[config.mk]
export PLATFORM = sky130hd
export DESIGN_NAME = kbd_imem_loader
export DESIGN_NICKNAME = d
export VERILOG_FILES = /design/src/rtl/kbd_loader_pkg.sv /design/src/rtl/loader_word_accum.sv /design/src/rtl/kbd_imem_loader.sv
export SDC_FILE = /design/constraint.sdc
export NUM_CORES = 1
export LEC_CHECK = 0
export ABC_AREA = 1
export BUFFER_PORTS_ARGS = -buffer_cell sky130_fd_sc_hd__buf_4
export CAP_MARGIN = 20
export CELL_PAD_IN_SITES_DETAIL_PLACEMENT = 1
export CELL_PAD_IN_SITES_GLOBAL_PLACEMENT = 2
export CORE_ASPECT_RATIO = 0.75
export CORE_MARGIN = 3
export CORE_UTILIZATION = 33
export CTS_BUF_LIST = sky130_fd_sc_hd__clkbuf_4
export CTS_CLUSTER_DIAMETER = 100
export DETAILED_ROUTE_END_ITERATION = 7
export PLACE_DENSITY_LB_ADDON = 0.12
export SLEW_MARGIN = 20
export SYNTH_ARGS = -nofsm -noshare
export SYNTH_HDL_FRONTEND = slang
export SYNTH_SLANG_ARGS = --single-unit
export TNS_END_PERCENT = 1
[constraint.sdc]
create_clock -name CLK -period 7.9 [get_ports CLK]
set_clock_uncertainty 0.05 [all_clocks]
set_input_delay 1.58 -clock CLK [delete_from_list [all_inputs] [get_ports CLK]]
set_output_delay 1.58 -clock CLK [all_outputs]
set_load 0.02 [all_outputs]
[src/rtl/kbd_loader_pkg.sv]
// rtl/kbd_loader_pkg.sv - key codes, state encoding and accumulator ops for the keyboard program loader
package kbd_loader_pkg;

  localparam int DIGITS = 8;

  localparam logic [5:0] KEY_ENTER  = 6'h10;
  localparam logic [5:0] KEY_BKSP   = 6'h11;
  localparam logic [5:0] KEY_ESC    = 6'h12;
  localparam logic [5:0] KEY_RUN    = 6'h13;
  localparam logic [5:0] KEY_RELOAD = 6'h14;

  typedef enum logic [1:0] {
    LOAD  = 2'd0,
    WRITE = 2'd1,
    FULL  = 2'd2,
    RUN   = 2'd3
  } state_e;

  typedef enum logic [1:0] {
    ACC_HOLD    = 2'd0,
    ACC_SHIFT   = 2'd1,
    ACC_UNSHIFT = 2'd2,
    ACC_CLEAR   = 2'd3
  } acc_op_e;

endpackage

[src/rtl/loader_word_accum.sv]
// rtl/loader_word_accum.sv - hex digit accumulator holding the word under construction
module loader_word_accum
  import kbd_loader_pkg::*;
#(
  parameter int MAX_DIGITS = DIGITS
) (
  input  logic        clk_i,
  input  logic        rst_ni,
  input  acc_op_e     op_i,
  input  logic [3:0]  digit_i,
  output logic [31:0] word_o,
  output logic [3:0]  cnt_o
);

  logic [31:0] word_q, word_d;
  logic [3:0]  cnt_q, cnt_d;

  // Shift and unshift saturate here as well, so a stray op can never corrupt the count.
  always_comb begin
    word_d = word_q;
    cnt_d  = cnt_q;
    case (op_i)
      ACC_SHIFT: begin
        if (cnt_q < 4'(MAX_DIGITS)) begin
          word_d = {word_q[27:0], digit_i};
          cnt_d  = cnt_q + 4'd1;
        end
      end
      ACC_UNSHIFT: begin
        if (cnt_q != 4'd0) begin
          word_d = word_q >> 4;
          cnt_d  = cnt_q - 4'd1;
        end
      end
      ACC_CLEAR: begin
        word_d = 32'd0;
        cnt_d  = 4'd0;
      end
      default: ;
    endcase
  end

  always_ff @(posedge clk_i) begin
    if (!rst_ni) begin
      word_q <= 32'd0;
      cnt_q  <= 4'd0;
    end else begin
      word_q <= word_d;
      cnt_q  <= cnt_d;
    end
  end

  assign word_o = word_q;
  assign cnt_o  = cnt_q;

endmodule

[src/rtl/kbd_imem_loader.sv]
// rtl/kbd_imem_loader.sv - keyboard-driven instruction memory loader with processor reset hold
module kbd_imem_loader
  import kbd_loader_pkg::*;
#(
  parameter int ADDR_W = 6,
  parameter int DIGITS = 8
) (
  input  logic              CLK,
  input  logic              reset,
  input  logic [5:0]        key_code,
  input  logic              key_valid,
  output logic              imem_we,
  output logic [ADDR_W-1:0] imem_addr,
  output logic [31:0]       imem_wdata,
  output logic              cpu_reset,
  output logic [31:0]       word_buf,
  output logic [3:0]        digit_cnt,
  output logic [ADDR_W:0]   word_count,
  output logic              load_done,
  output logic              key_err
);

  state_e            state_q;
  logic [ADDR_W-1:0] wr_ptr_q;
  logic [ADDR_W:0]   word_count_q;
  logic              imem_we_q, cpu_reset_q, load_done_q, key_err_q;
  logic [ADDR_W-1:0] imem_addr_q;
  logic [31:0]       imem_wdata_q;
  acc_op_e           acc_op;

  logic key_is_digit, buf_full, buf_empty;
  assign key_is_digit = (key_code[5:4] == 2'b00);
  assign buf_full     = (digit_cnt >= 4'(DIGITS));
  assign buf_empty    = (digit_cnt == 4'd0);

  loader_word_accum #(.MAX_DIGITS(DIGITS)) u_accum (
    .clk_i   (CLK),
    .rst_ni  (reset),
    .op_i    (acc_op),
    .digit_i (key_code[3:0]),
    .word_o  (word_buf),
    .cnt_o   (digit_cnt)
  );

  always_comb begin
    acc_op = ACC_HOLD;
    case (state_q)
      LOAD: begin
        if (key_valid) begin
          if (key_is_digit && !buf_full)              acc_op = ACC_SHIFT;
          else if (key_code == KEY_BKSP && !buf_empty) acc_op = ACC_UNSHIFT;
          else if (key_code == KEY_ESC)                acc_op = ACC_CLEAR;
        end
      end
      WRITE:   if (imem_we_q) acc_op = ACC_CLEAR;
      FULL:    if (key_valid && key_code == KEY_ESC) acc_op = ACC_CLEAR;
      RUN:     if (key_valid && key_code == KEY_RELOAD) acc_op = ACC_CLEAR;
      default: acc_op = ACC_HOLD;
    endcase
  end

  // WRITE spans two cycles: imem_we_q low marks the port-setup cycle, high marks the commit cycle.
  always_ff @(posedge CLK) begin
    if (!reset) begin
      state_q      <= LOAD;
      wr_ptr_q     <= '0;
      word_count_q <= '0;
      imem_we_q    <= 1'b0;
      imem_addr_q  <= '0;
      imem_wdata_q <= 32'd0;
      cpu_reset_q  <= 1'b1;
      load_done_q  <= 1'b0;
      key_err_q    <= 1'b0;
    end else begin
      key_err_q <= 1'b0;
      imem_we_q <= 1'b0;
      case (state_q)
        LOAD: begin
          if (key_valid) begin
            if (key_is_digit) begin
              if (buf_full) key_err_q <= 1'b1;
            end else begin
              case (key_code)
                KEY_ENTER: if (buf_empty) key_err_q <= 1'b1; else state_q <= WRITE;
                KEY_BKSP:  if (buf_empty) key_err_q <= 1'b1;
                KEY_ESC:   ;
                KEY_RUN: begin
                  if (buf_empty) begin
                    state_q     <= RUN;
                    cpu_reset_q <= 1'b0;
                    load_done_q <= 1'b1;
                  end else begin
                    key_err_q <= 1'b1;
                  end
                end
                default:   key_err_q <= 1'b1;
              endcase
            end
          end
        end
        WRITE: begin
          if (key_valid) key_err_q <= 1'b1;
          if (!imem_we_q) begin
            imem_we_q    <= 1'b1;
            imem_addr_q  <= wr_ptr_q;
            imem_wdata_q <= word_buf;
          end else begin
            word_count_q <= word_count_q + 1'b1;
            if (wr_ptr_q == {ADDR_W{1'b1}}) begin
              state_q <= FULL;
            end else begin
              wr_ptr_q <= wr_ptr_q + 1'b1;
              state_q  <= LOAD;
            end
          end
        end
        FULL: begin
          if (key_valid) begin
            if (key_code == KEY_RUN) begin
              state_q     <= RUN;
              cpu_reset_q <= 1'b0;
              load_done_q <= 1'b1;
            end else if (key_code != KEY_ESC) begin
              key_err_q <= 1'b1;
            end
          end
        end
        RUN: begin
          if (key_valid && key_code == KEY_RELOAD) begin
            state_q      <= LOAD;
            wr_ptr_q     <= '0;
            word_count_q <= '0;
            cpu_reset_q  <= 1'b1;
            load_done_q  <= 1'b0;
          end
        end
        default: state_q <= LOAD;
      endcase
    end
  end

  assign imem_we    = imem_we_q;
  assign imem_addr  = imem_addr_q;
  assign imem_wdata = imem_wdata_q;
  assign cpu_reset  = cpu_reset_q;
  assign word_count = word_count_q;
  assign load_done  = load_done_q;
  assign key_err    = key_err_q;

endmodule

Word level (Yosys, flattened, before mapping)
Index checks and enable logic that the tools add are counted.

Word-level logic and storage cells: 126. Output and inout port bits: 85. Bits in registers: 93. Bits of input ports: 9.

Add/sub/neg operators: 4. Reduce and logical (&&, ||, !) cells: 21. $lt $le $gt $ge: 2. Equal/unequal tests: 27. Multiplexer cells: 60. Bitwise logic cells: 1.

Operators with widths (number): 32-bit one-hot mux with 3 select lines (1); 32-bit 2-to-1 mux (2); 2-bit 2-to-1 mux (16); 6-bit by 5-bit == test with 1-bit output, second input constant (5); 1-bit 2-to-1 mux (24); 6-bit 2-to-1 mux (3); 2-bit inequality test, second input constant (9); 2-bit one-hot mux with 4 select lines (2); 7-bit 2-to-1 mux (2); 7-bit one-hot mux with 2 select lines (1); 1-bit one-hot mux with 3 select lines (4); 4-bit one-hot mux with 3 select lines (1); 6-bit one-hot mux with 2 select lines (1); 9-bit AND reduction (1); 2-bit == test, second input constant (4); 4-bit 2-to-1 mux (2); 8-bit AND reduction (1); 7-bit by 1-bit adder with 7-bit output, second input constant (1); 6-bit by 1-bit adder with 6-bit output, second input constant (1); 6-bit == test, second input constant (1); 3-bit inequality test, second input constant (2); 6-bit by 5-bit inequality test with 1-bit output, second input constant (1); 3-bit AND reduction (2); 3-bit nonzero test (2); other kinds (18) (26).

Depth between registers and ports, before layout
Depth after elaboration: 10. Depth in mapped cells: 19. Mapped depth without buffers: 18.

Hierarchy
From an unflattened synthesis, not the netlist that was laid out.

Cell total of the unflattened synthesis: 605. Area, all modules: 4305.4 µm².

By module, submodules not included: kbd_imem_loader (cells each 370, sequential area each 1141.1 µm², area an instance 2568.7 µm², instances 1); loader_word_accum (cells each 235, sequential area each 720.7 µm², area an instance 1736.7 µm², instances 1).

Worst setup path before layout
OpenSTA, ideal clock, no wires.

Path type: input to register. Start: in key_code[5]. End: reg u_accum.cnt_q[3] (netlist: u_accum.cnt_o[3]). Setup slack: 4.263 ns. Stages on the path: 18. Data arrival time: 3.472 ns. Library setup time: 0.115 ns. Data required time: 7.735 ns. Buffers on the path: 1. Cells stage by stage: inv_1 -> nand2_1 -> nor2_1 -> nand2_2 -> a21oi_2 -> inv_1 -> nand3_2 -> buf_2 -> inv_1 -> ha_1 -> a21oi_1 -> nand2_1 -> xnor2_1 -> inv_1 -> nand2_2 -> nand2_1 -> nor2_1 -> nor2_1.

Longest elaborated chain between the ends: 9. Elaborated cells on any way between the ends: 23. Those cells by class: 8 x eq/ne; 8 x mux; 7 x reduce/logical.

Ends and longest elaborated chain: from (decl) (line kbd_imem_loader.sv:10) `input logic [5:0] key_code,`; 6-bit by 5-bit == test with 1-bit output (on tied branches) (line kbd_imem_loader.sv:52, kbd_imem_loader.sv:56, kbd_imem_loader.sv:51); 2-bit 2-to-1 mux / 1-bit logical AND (equally long branches) (line kbd_imem_loader.sv:52, kbd_imem_loader.sv:51); 2-bit 2-to-1 mux (line kbd_imem_loader.sv:51) `else if (key_code == KEY_BKSP && !buf_empty) acc_op = ACC_UNSHIFT;`; 2-bit 2-to-1 mux (line kbd_imem_loader.sv:50) `if (key_is_digit && !buf_full) acc_op = ACC_SHIFT;`; 2-bit 2-to-1 mux (line kbd_imem_loader.sv:49) `if (key_valid) begin`; 2-bit one-hot mux with 4 select lines * (line kbd_imem_loader.sv:47) `case (state_q)`; 2-bit == test / 2-bit by 1-bit == test with 1-bit output (equally long branches) (line loader_word_accum.sv:22) `case (op_i)`; 2-bit by 1-bit inequality test with 1-bit output (no line) / 3-bit nonzero test (equally long branches); 3-bit AND reduction (no line); to (signal assigned) (line loader_word_accum.sv:49) `cnt_q <= cnt_d;`; to (decl) (line loader_word_accum.sv:16) `logic [3:0] cnt_q, cnt_d;`.

Every way passes the cells marked *; elsewhere a longest branch is shown, timed or not. A chain may end at the register's enable or synchronous reset.

Final worst setup path
Ends and elaborated chain as after synthesis.

==> flow_summary.toml <==
[worst_hold_path]
hold_end = "imem_addr[1]"
hp-class = "reg -> reg"
hold_depth = 2
hold_start = "imem_addr[1]"

[worst_setup_path]
cp-start-kind = "input pin"
cp_cell_sequence = "buf_4 > inv_1 > nand3_1 > nor2_2 > nand3_2 > nand3_4 > nand3_2 > inv_1 > ha_1 > a21oi_1 > nand2_1 > xnor2_1 > inv_1 > nand2_2 > nand2_1 > nor2_1 > nor2_1"
critPathCaptureType = "flop"
crit_required_ns = 8.20
r2r-end = "u_accum.cnt_o[3]"
slowest_delay_ns = 0.58
path_common_cell = "inv_1"
reg2reg_depth = 15
critPathSlowestCell = "nand3_2"
crit_path_max_fanout = 31
arrival_ns = 4.27
reg2reg_from = "state_q[1]"
r2r_slack_ns = 4.76
critical_path_class = "in -> reg"

[clock_network]
cts_tree = "built"
post_cts_buffers = 0
cts_root_buffer = "clkbuf_4"
cts_made_buffers = 9
clk_latency_ns = 0.45
htreeDepth = 3
clk_pin_slew_ns = 0.14
postCtsResizedCells = 0
cts_buffer_depth = 2
clock-sinks = 93
hold_buffers = 0

[yosys]
ys_seq_area_share_pct = 43.1
synth_nets = 631
synth_seq_cells = 93
synth_simple_gate_area_share_pct = 29.7
synth_edf_count = 0
synth.avg_cell_area_sq_um = 7.00
async_flop_share_pct = 0
postSynthCellCount = 617
synthXorXnorAreaFrac_pct = 0.811
synth-adder-area-share_pct = 1.62
synth_top_family_by_area = "simple AND/OR/NAND/NOR gates"
ys_types = 33
synth_compound_area_share_pct = 14.7
ys.flop_type = "dfxtp_1"
synth.area.mux_share_pct = 0
syn_area_sq_um = 4320
ys_warn_count = 0

[placed_design]
dp_cells = 848
portBuffers = 93
place.gp.congestion = 0.867
dp_hpwl_um = 9400
placed_area_sq_um = 5040
place_ws_ns = 3.42

[floorplanning]
coreArea_sq_um = 12500
die_area_sq_um = 14500
initial_core_util_pct = 34.5
die_h_um = 105
die_w_um = 138
rows = 35
io_pins = 94

[detailed_routing]
wirelength_um = 13200
firstDrtPassIters = 4
num_vias = 4160
wl_per_cell_um = 15.3
vias_per_cell = 4.81
drt-initial-drc-count = 168
drtAntennaViolNets = 0
drcViolationCount = 0

[final_layout]
drive_above_1_share_pct = 19.9
final_nets = 707
mostFrequentLayoutCell = "nor2_1"
fin_cells = 864
final_cell_area_sq_um = 5190
area_growth_pct = 20.3
diodes = 0
utilization_pct = 41.5
final_cell_mix = "122 x nor2_1, 118 x nand2_1, 94 x buf_4"

[status]
status = "finished, final reports clean"

[power_and_ir_drop]
total_power_uw = 975
power_frac_clock_pct = 30.4
leakagePower_nw = 2.28
p_seq_share_pct = 53.0
p_sw_share_pct = 30.1
irDropWorstVdd_mv = 0.0860
switchingPower_uw = 293
intPower_uw = 682
combPwrFrac_pct = 16.6
powerDensity_nw_per_um2 = 188

[global_routing]
grt_pass1_wl_um = 21700
gr-total-overflow = 0
grt_max_degree = 70
grtUsageTotal_pct = 18.2
grt_pass1_vias = 4187
antenna_found_initial = 0

[timing]
drv_slew = 0
fin_crit_sh_pct = 50.2
worst_pin_slew_ns = 0.730
hold_violations = 0
setup_viol = 0
slew_headroom_pct = 51.3
max_freq_mhz = 252
rsz0062_at_grt = "false"
setup-tns-final_ns = 0
post-route-min-period_ns = 3.97
fin_ws_ns = 3.93
holdWs_ns = 0.433

[job]
maxCapViolCount = 0
[Yosys cell counts, types with 2 or more instances]
| master | count | area (sq um) |
|---|---|---|
| nor2_1 | 122 | 458 |
| nand2_1 | 118 | 443 |
| dfxtp_1 | 93 | 1860 |
| o21ai_0 | 62 | 310 |
| inv_1 | 58 | 218 |
| a21oi_1 | 54 | 270 |
| nand3_1 | 19 | 95.1 |
| nand2_2 | 14 | 87.6 |
| clkbuf_1 | 10 | 37.5 |
| nand4_1 | 9 | 56.3 |
| buf_2 | 8 | 40.0 |
| buf_6 | 8 | 90.1 |
| nor3_1 | 6 | 30.0 |
| inv_2 | 5 | 18.8 |
| ha_1 | 4 | 50.1 |
| o21ai_1 | 4 | 20.0 |
| nand2_4 | 3 | 33.8 |
| nand3_2 | 2 | 20.0 |
| nor2_2 | 2 | 12.5 |
| xnor2_1 | 2 | 17.5 |
| xor2_1 | 2 | 17.5 |
[state kept, by name (all words and copies together) (netlist names)]
| name | cells |
|---|---|
| word_count | 7 |
| state_q | 2 |
| wr_ptr_q | 6 |
| imem_addr | 6 |
| key_err | 1 |
| u_accum.cnt_o | 4 |
| load_done | 1 |
| imem_wdata | 32 |
| imem_we | 1 |
| cpu_reset | 1 |
| u_accum.word_o | 32 |
[power by group through the flow]
stage | Clock [mW] | Combinational [mW] | Sequential [mW]
after floorplan | 0 | 0.0853 | 0.544
after global placement | 0 | 0.160 | 0.527
after detailed placement | 0 | 0.164 | 0.527
after CTS | 0.312 | 0.164 | 0.517
after global routing | 0.330 | 0.181 | 0.521
final | 0.297 | 0.162 | 0.517
[cell type report]
type,count,area (sq um)
well taps,166,208
fillers,1668,7330
clock inverters,5,75.1
inverters,64,240
repair buffers,94,706
multi-input cells,431,2020
flip-flops and latches,93,1860
clock buffers,11,82.6
[how the worst max path moves through the flow]
stage                startpoint                to  cells after the start
global route        key_code[5]  u_accum.cnt_o[3]                     19
global placement    key_code[5]  u_accum.cnt_o[3]                     17
finish              key_code[5]  u_accum.cnt_o[3]                     17
CTS                 key_code[5]  u_accum.cnt_o[3]                     17
floorplan           key_code[5]  u_accum.cnt_o[3]                     18
detailed placement  key_code[5]  u_accum.cnt_o[3]                     17
[cells by family (layout without fill, tap and decap cells)]
family / after synthesis / count (layout)
simple gates: 298 / 298
compound gates: 124 / 124
flops: 93 / 93
buf+inv: 93 / 174
fa+ha+maj: 5 / 5
xor+xnor: 4 / 4
[metal layers]
layer  routed length (um)  part of all wire [%]  GRT usage [%]  up-vias
met5                    0                     0              0        -
met4                  108                  0.82           4.23        0
met3                  533                   4.0           3.84       10
met2                 5590                    42           27.5       88
met1                 7000                    53           26.6     1956
li1                     -                     -              -     2106
[worst max-delay path: cells and delay by family]
family / cells / cell delay (ns)
AOI/OAI and AO/OA: 1 / 0.16
xor gates and xnor gates: 1 / 0.14
adders and majority gates: 1 / 0.30
buffers and inverters: 4 / 0.54
and+or+nand+nor: 10 / 1.53
(Power assumes the default switching activity.)
